## src/rtl/robertsons_arbiter.sv

```systemverilog
// Round-robin arbiter/sequencer sharing one Robertson's multiplier among
// NREQ requesters: range-checks operands, starts the multiplier, waits for
// done (with timeout) and returns the signed product to the winner.
module robertsons_arbiter #(
    parameter int NREQ    = 4,
    parameter int TIMEOUT = 40
) (
    input  logic                clk,
    input  logic                reset,
    input  logic [NREQ-1:0]     req,
    input  logic [8*NREQ-1:0]   req_multiplier,
    input  logic [8*NREQ-1:0]   req_multiplicand,
    output logic [NREQ-1:0]     grant,
    output logic [NREQ-1:0]     resp_valid,
    output logic [15:0]         resp_product,
    output logic                resp_err,
    output logic                busy,
    output logic                mul_start,
    output logic [7:0]          mul_multiplier,
    output logic [7:0]          mul_multiplicand,
    input  logic [15:0]         mul_product,
    input  logic                mul_done
);

    localparam int PW = (NREQ > 1) ? $clog2(NREQ) : 1;
    localparam int CW = $clog2(TIMEOUT + 1);

    typedef enum logic [2:0] {
        IDLE,
        START,
        SETTLE,
        BUSY,
        RESP,
        REJECT
    } state_t;

    state_t          state_q, state_n;
    logic [PW-1:0]   ptr_q, ptr_n;
    logic [PW-1:0]   owner_q, owner_n;
    logic [CW-1:0]   cnt_q, cnt_n;

    logic [NREQ-1:0] grant_n, resp_valid_n;
    logic [15:0]     resp_product_n;
    logic            resp_err_n, busy_n, mul_start_n;
    logic [7:0]      mpr_n, mpd_n;

    logic            win_found;
    logic [PW-1:0]   win_idx;
    logic [7:0]      win_mpr, win_mpd;

    function automatic logic in_range(input logic [7:0] v);
        logic signed [7:0] s;
        s = v;
        return (s >= -8'sd64) && (s <= 8'sd63);
    endfunction

    // Round-robin pick: scan a doubled index window starting at ptr so the
    // wrap-around needs no modular addition on the pointer.
    always_comb begin
        win_found = 1'b0;
        win_idx   = '0;
        win_mpr   = '0;
        win_mpd   = '0;
        for (int unsigned i = 0; i < 2 * NREQ; i++) begin
            if (!win_found && (i >= 32'(ptr_q)) && req[PW'(i % NREQ)]) begin
                win_found = 1'b1;
                win_idx   = PW'(i % NREQ);
                win_mpr   = req_multiplier[8*(i % NREQ) +: 8];
                win_mpd   = req_multiplicand[8*(i % NREQ) +: 8];
            end
        end
    end

    // Next-state and next-output logic; every output is registered below.
    always_comb begin
        state_n        = state_q;
        ptr_n          = ptr_q;
        owner_n        = owner_q;
        cnt_n          = cnt_q;
        grant_n        = '0;
        resp_valid_n   = '0;
        resp_product_n = resp_product;
        resp_err_n     = resp_err;
        mul_start_n    = 1'b0;
        mpr_n          = mul_multiplier;
        mpd_n          = mul_multiplicand;

        case (state_q)
            IDLE: begin
                if (win_found) begin
                    owner_n          = win_idx;
                    grant_n[win_idx] = 1'b1;
                    if (in_range(win_mpr) && in_range(win_mpd)) begin
                        mpr_n       = win_mpr;
                        mpd_n       = win_mpd;
                        mul_start_n = 1'b1;
                        state_n     = START;
                    end else begin
                        resp_valid_n[win_idx] = 1'b1;
                        resp_product_n        = '0;
                        resp_err_n            = 1'b1;
                        state_n               = REJECT;
                    end
                end
            end
            START: begin
                cnt_n   = '0;
                state_n = SETTLE;
            end
            SETTLE: begin
                state_n = BUSY;
            end
            BUSY: begin
                if (mul_done) begin
                    resp_product_n        = mul_product;
                    resp_err_n            = 1'b0;
                    resp_valid_n[owner_q] = 1'b1;
                    state_n               = RESP;
                end else if (cnt_q == CW'(TIMEOUT - 1)) begin
                    resp_product_n        = '0;
                    resp_err_n            = 1'b1;
                    resp_valid_n[owner_q] = 1'b1;
                    state_n               = RESP;
                end else begin
                    cnt_n = cnt_q + 1'b1;
                end
            end
            RESP, REJECT: begin
                ptr_n   = (owner_q == PW'(NREQ - 1)) ? '0 : owner_q + 1'b1;
                state_n = IDLE;
            end
            default: begin
                state_n = IDLE;
            end
        endcase

        busy_n = (state_n != IDLE);
    end

    // State and output registers with asynchronous active-low clear.
    always_ff @(posedge clk or negedge reset) begin
        if (!reset) begin
            state_q          <= IDLE;
            ptr_q            <= '0;
            owner_q          <= '0;
            cnt_q            <= '0;
            grant            <= '0;
            resp_valid       <= '0;
            resp_product     <= '0;
            resp_err         <= 1'b0;
            busy             <= 1'b0;
            mul_start        <= 1'b0;
            mul_multiplier   <= '0;
            mul_multiplicand <= '0;
        end else begin
            state_q          <= state_n;
            ptr_q            <= ptr_n;
            owner_q          <= owner_n;
            cnt_q            <= cnt_n;
            grant            <= grant_n;
            resp_valid       <= resp_valid_n;
            resp_product     <= resp_product_n;
            resp_err         <= resp_err_n;
            busy             <= busy_n;
            mul_start        <= mul_start_n;
            mul_multiplier   <= mpr_n;
            mul_multiplicand <= mpd_n;
        end
    end

endmodule

```

## config.mk

```make
export PLATFORM = sky130hd
export DESIGN_NAME = robertsons_arbiter
export DESIGN_NICKNAME = d
export VERILOG_FILES = /design/src/rtl/robertsons_arbiter.sv
export SDC_FILE = /design/constraint.sdc
export NUM_CORES = 1
export LEC_CHECK = 0
export CORE_MARGIN = 2
export CORE_UTILIZATION = 39
export DETAILED_ROUTE_END_ITERATION = 10
export GPL_TIMING_DRIVEN = 0
export PLACE_DENSITY = 0.9
export SYNTH_ARGS = -nofsm -noshare
export SYNTH_HDL_FRONTEND = slang
export SYNTH_SLANG_ARGS = --single-unit
```

## constraint.sdc

```tcl
create_clock -name clk -period 2.4 [get_ports clk]
set_input_delay 0.24 -clock clk [delete_from_list [all_inputs] [get_ports clk]]
set_output_delay 0.24 -clock clk [all_outputs]
set_load 0.02 [all_outputs]
```

### Word-level counts from Yosys, hierarchy flattened

Cells that the tools add are included.

* add/subtract/negate cells: 2
* $lt $le $gt $ge: 11
* equality and inequality tests: 12
* multiplexer cells: 64
* reduce and logical (&&, ||, !) cells: 31

Operators with widths (count)
* 2-to-1 mux 8 bit: 16
* 2-to-1 mux 16 bit: 4
* one-hot mux 16 bit (2 select lines): 1
* 2-to-1 mux 4 bit: 6
* 2-to-1 mux 1 bit: 18
* >= comparator 8 x 7 -> 1 bit (second input constant): 2
* less-or-equal comparator 8 x 7 -> 1 bit (second input constant): 2
* logical AND 1 bit: 15
* 2-to-1 mux 2 bit: 7
* 2-to-1 mux 3 bit: 4
* 2-to-1 mux 6 bit: 2
* one-hot mux 3 bit (4 select lines): 1
* one-hot mux 6 bit (2 select lines): 1
* inequality test 2 bit (second input constant): 4
* one-hot mux 4 bit (2 select lines): 1
* zero test 1 bit: 7
* adder 6 x 1 -> 6 bit (second input constant): 1
* == test 3 x 2 -> 1 bit (second input constant): 2
* == test 3 bit (second input constant): 2
* == test 6 bit (second input constant): 1
* < comparator 2 x 3 -> 1 bit (second input constant): 2
* AND reduction 3 bit: 2
* demux 1 bit (select 2 bit): 2
* >= comparator 1 x 2 -> 1 bit (first input constant): 2
* 13 further kinds: 15

* register bits after elaboration: 56
* bits of input ports: 87
* output and inout port bits: 43
* logic and storage cells: 132

### Depth between registers and ports, before layout

* depth in word-level cells: 33
* mapped depth: 10
* mapped depth without buffers: 8

### Worst setup path after synthesis

OpenSTA, ideal clock, no wires.

* kind: reg-to-reg
* from: register ptr_q[1]
* to: register mul_multiplicand[7]
* setup time: 125 ps
* data arrival time: 2309 ps
* data required time: 2275 ps
* slack: -34 ps
* cell stages (with the launch flop): 10
* path buffers: 1
* clock period less this slack: 2434 ps
* cell sequence: dfrtp_1 -> o21bai_1 -> a41oi_1 -> nor2_1 -> a311oi_1 -> a211o_1 -> nand4b_4 -> nor2_8 -> buf_8 -> mux2_4

* word-level cells in the longest chain between the ends: 30
* elaborated cells between the ends (all ways): 52
* those cells by class: order compare: 7; mux: 24; reduce/logical: 21

RTL lines
* start: declaration: line 38 `logic [PW-1:0] ptr_q, ptr_n;`
* start signal: assignment: line 157 `ptr_q <= ptr_n;`
* >= comparator 1 x 2 -> 1 bit: line 65 `if (!win_found && (i >= 32'(ptr_q)) && req[PW'(i % NREQ)]) begin`
* logical AND 1 bit: line 65
* 2-to-1 mux 1 bit: line 65
* zero test 1 bit: line 65
* logical AND 1 bit (2 in a row): line 65
* 2-to-1 mux 1 bit: line 65
* zero test 1 bit: line 65
* logical AND 1 bit (2 in a row): line 65
* (+12 left out)
* 2-to-1 mux 1 bit: line 65
* zero test 1 bit: line 65
* logical AND 1 bit: line 65
* 2-to-1 mux 8 bit: line 65
* >= comparator 8 x 7 -> 1 bit / less-or-equal comparator 8 x 7 -> 1 bit (equally long branches): line 54 `return (s >= -8'sd64) && (s <= 8'sd63);`
* logical AND 1 bit: line 54
* logical AND 1 bit: line 93 `if (in_range(win_mpr) && in_range(win_mpd)) begin`
* AND reduction 3 bit (no line)
* end signal: assignment: line 167 `mul_multiplicand <= mpd_n;`
* end: declaration: line 20 `output logic [7:0] mul_multiplicand,`

Several ways; a longest one is shown, not always the timed one.
A chain may end at the register's enable or synchronous reset.

### Final worst setup path

* from: register ptr_q[0]
* to: register resp_product[0]

* word-level cells in the longest chain between the ends: 31
* elaborated cells between the ends (all ways): 54
* those cells by class: order compare: 7; eq/ne: 2; mux: 24; reduce/logical: 21

RTL lines
* >= comparator 1 x 2 -> 1 bit: line 65
* logical AND 1 bit: line 65
* 2-to-1 mux 1 bit: line 65
* zero test 1 bit: line 65
* logical AND 1 bit (2 in a row): line 65
* 2-to-1 mux 1 bit: line 65
* zero test 1 bit: line 65
* logical AND 1 bit (2 in a row): line 65
* (+13 left out)
* zero test 1 bit: line 65
* logical AND 1 bit: line 65
* 2-to-1 mux 8 bit: line 65
* >= comparator 8 x 7 -> 1 bit / less-or-equal comparator 8 x 7 -> 1 bit (equally long branches): line 54
* logical AND 1 bit: line 54
* logical AND 1 bit: line 93
* inequality test 2 bit (no line)
* AND reduction 4 bit (no line) *
* end signal: assignment: line 162 `resp_product <= resp_product_n;`
* end: declaration: line 15 `output logic [15:0] resp_product,`

Mark *: on every way between the ends. The rest lies on a longest branch, timed or not.

==> impl_metrics.csv <==
group,metric,value,unit
global_routing,grt-ovfl-total,0,
yosys,synthFlopType,"dfrtp_1",
clock_tree,clkTransAtPathRegs,0.11,ns
critical_path,path_cells,"buf_6 > buf_4 > nor2b_1 > nor3_2 > a22oi_1 > a211o_1 > nand4b_4 > buf_6 > a21oi_4 > buf_6 > a22o_1",
pwr,p_switching,0.00213,W
layout,n_antenna_cell,0,
global_routing,grtUsageTotal,21.8,%
yosys,syn_inst,288,
route,drcViolationCount,0,
critical_path,crit_arrival,2.73,ns
yosys,synth_top_area_share,46.1,%
yosys,ys_ff_latch,56,
yosys,ys_seq_area_share,46.1,%
critical_path,cpMostUsedCell,"buf_6",
timing,slew_headroom,50.2,%
layout,final_core_util,64.3,%
pwr,peakVddDrop,0.596,mV
route,drt-total-wl,9.23,mm
yosys,ys_top_cells_by_count,"dfrtp_1, nand2_1, a22oi_1, a22o_1, nor2_1",
yosys,syn_nets,380,
layout,final.fill_count,612,
timing,whs,0.487,ns
critical_path,cp_num_buf_inv,4,
yosys,synthAdderAreaFrac,2.06,%
pwr,power_leakage,2.15,nW
timing,hold_violations,0,
placement,routabilityCongestion,0.954,
global_routing,first_global_vias,3000,
timing,rsz0062_at_grt,"true",
clock_tree,cts_tree,"built",
yosys,synth_xor_area_share,1.15,%
yosys,synth.avg_cell_area,10.6,um^2
layout,stdcell_count,546,
run_status,status,"complete, but fails checks",
pwr,power.density,1080,mW/mm^2
timing,worst_slack,-0.113,ns
clock_tree,clk-insertion-delay-late,0.32,ns
critical_path,max_stage_delay,0.42,ns
placement,placed_cells,520,
pwr,p_clk_share,10.2,%
timing,fin_crit,2.51,ns
yosys,synth-simple-area-share,16.3,%
layout,layout-drive-gt1-share,18.2,%
yosys,synth_edf_count,0,
global_routing,antenna_found_initial,0,
floorplan,start_util,39.8,%
critical_path,crit_path_top_delay_cell,"nor3_2",
clock_tree,cts_root_buf,"clkbuf_8",
timing,finalSetupViolCount,31,
yosys,synth.distinct_cells,50,
global_routing,grt_first_pass_wirelength,14.9,mm
yosys,synth-warning-count,0,
yosys,synth.top_cells.by_area,"dfrtp_1, a22oi_1, a22o_1, mux2_4, nand2_1",
run_status,violations,"setup timing",
route,viasPerCell,5.32,
pwr,netSwitchingFraction,40.1,%
placement,pre_cts_ws,-0.969,ns
clock_tree,cts_buffers,5,
timing,period_share,105,%
clock_tree,cts_sinks,56,
clock_tree,cts_max_path_buffers,2,
critical_path,cp-end-kind,"register",
timing,skew,0.0118,ns
critical_path,start_kind,"register",
timing,max_freq,398,MHz
critical_path,crit_type,"reg -> reg",
timing,tightestPinTransition,0.743,ns
layout,syn_to_final_growth,61.6,%
clock_tree,htree_levels,2,
min_path,hp-class,"in -> async",
yosys,synth_top_family_by_area,"compound AO/OA/AOI/OAI gates",
pwr,internal-power,0.00317,W
critical_path,required,2.62,ns
pwr,power_frac_seq,29.2,%
placement,io_buffers,129,
timing,maxSlewViolCount,0,
yosys,synth.most_common_cell,"dfrtp_1",
route,drt-initial-drc-count,147,
yosys,synth_top_cell_by_area,"dfrtp_1",
critical_path,path_max_fanout,6,
floorplan,core_region_area,0.00765,mm^2
floorplan,dieWidth,92.3,um
yosys,synth_compound_area_share,22.5,%
route,drt-wirelength-per-cell,16.9,um
route,antenna_left,0,
yosys,synth.cell_area,0.00304,mm^2
route,vias,2903,
placement,dp.final_hpwl,6.63,mm
route,drt_first_pass_iters,4,
run,maxCapViolCount,0,
floorplan,rows,32,
pwr,p_comb_share,60.7,%
floorplan,die_y,92.3,um
floorplan,io_pins,130,
layout,nNetsFinal,535,
yosys,muxShareOfSynthArea,8.07,%
global_routing,grt_max_degree,31,
floorplan,fp.dieArea,0.00852,mm^2
yosys,async_flop_share,100,%
critical_path,critPathTopFamily,"compound AO/OA/AOI/OAI gates",
final timing paths:
check / start / endpoint / slack, ns / depth (start not counted)
min in group clk: mul_product[7] / resp_product[7] / 0.51 / 2
worst max-delay path: ptr_q[0] / resp_product[0] / -0.11 / 11
max in group asynchronous: reset / ptr_q[1] / 1.33 / 3
worst min register to register: resp_product[8] / resp_product[8] / 0.52 / 1
worst max register to register: ptr_q[0] / resp_product[0] / -0.11 / 11
worst min-delay path: reset / resp_product[7] / 0.49 / 2
flip-flops by register name (all words and copies together), names as in the netlist:
signal	flops
mul_multiplicand	8
mul_start	1
owner_q	2
grant	4
busy	1
mul_multiplier	8
resp_err	1
ptr_q	2
resp_product	16
state_q	3
cnt_q	6
resp_valid	4
cells by family (layout without fill, tap and decap cells):
| kind of cell | count (synthesis) | in the layout |
|---|---|---|
| adders and majority gates | 5 | 5 |
| and+or+nand+nor | 93 | 93 |
| xor gates and xnor gates | 4 | 4 |
| DFF | 56 | 56 |
| AOI/OAI and AO/OA | 88 | 89 |
| muxes | 19 | 19 |
| buffers and inverters | 23 | 178 |
repair_timing:
action | in CTS | in global routing
buffers inserted | 10 | 4
endpoints found under the setup margin | 39 | 38
endpoints found under the hold margin | 29 | 0
pin swaps | 15 | 15
hold buffers | 1 | 0
cloned | 3 | 0
gates resized for setup | 39 | 12
per-stage QoR:
| stage | total power, W | instance area [um^2] | TNS, ns |
|---|---|---|---|
| 2_1_floorplan | 0.00320 | 3050 | 0 |
| 3_3_place_gp | 0.00417 | 4470 | -56.02 |
| 3_5_place_dp | 0.00426 | 4490 | -32.18 |
| 4_1_cts | 0.00523 | 4840 | -2.29 |
| 5_1_grt | 0.00563 | 4910 | -5.71 |
| 6_report | 0.00530 | 4910 | -2.43 |
power groups by stage:
stage / Sequential [W] / Combinational, W / Clock (W)
after CTS: 0.00154 / 0.00314 / 0.000558
after global routing: 0.00159 / 0.00345 / 0.000588
after global placement: 0.00152 / 0.00264 / 0
after floorplan: 0.00183 / 0.00137 / 0
final: 0.00155 / 0.00322 / 0.000539
after detailed placement: 0.00153 / 0.00273 / 0
layout by cell type, fill, tap and decap left out, types with 4 or more instances in the layout:
master / netlist / final
dfrtp_1: 56 / 55
a21o_1: 5 / 5
o21ai_0: 4 / 4
a22o_1: 21 / 21
clkdlybuf4s50_1: 0 / 124
clkbuf_1: 6 / 5
nand2_1: 34 / 33
clkbuf_8: 0 / 5
mux2_4: 9 / 16
ha_1: 5 / 5
a22oi_1: 25 / 24
and2_1: 4 / 4
buf_4: 1 / 13
a21oi_1: 6 / 5
nand4_1: 6 / 6
inv_1: 10 / 9
buf_6: 2 / 6
xor2_1: 4 / 4
nand3_1: 7 / 7
nor2_1: 19 / 18
routing by layer:
| metal | track usage, % | up-vias | part of all wire [%] | wire length [um] |
|---|---|---|---|---|
| met3 | 4.56 | 17 | 6.4 | 594 |
| met1 | 27.2 | 1376 | 41 | 3820 |
| li1 | - | 1384 | - | - |
| met5 | 0 | - | 0 | 0 |
| met2 | 38.2 | 126 | 50 | 4660 |
| met4 | 6.59 | 0 | 1.6 | 152 |
cell type report:
cell class                 count  area (um^2)  area share (%)
multi-input combinational    210         1690            34.3
clock inverter                 3         27.5           0.560
timing repair buffer         147         1470            29.9
clock buffer                   5         68.8            1.40
buffer                        13         91.3            1.86
sequential                    56         1400            28.5
inverter                      10         37.5           0.764
tap                          102          128            2.60
Power figures use the tool's default switching activity.
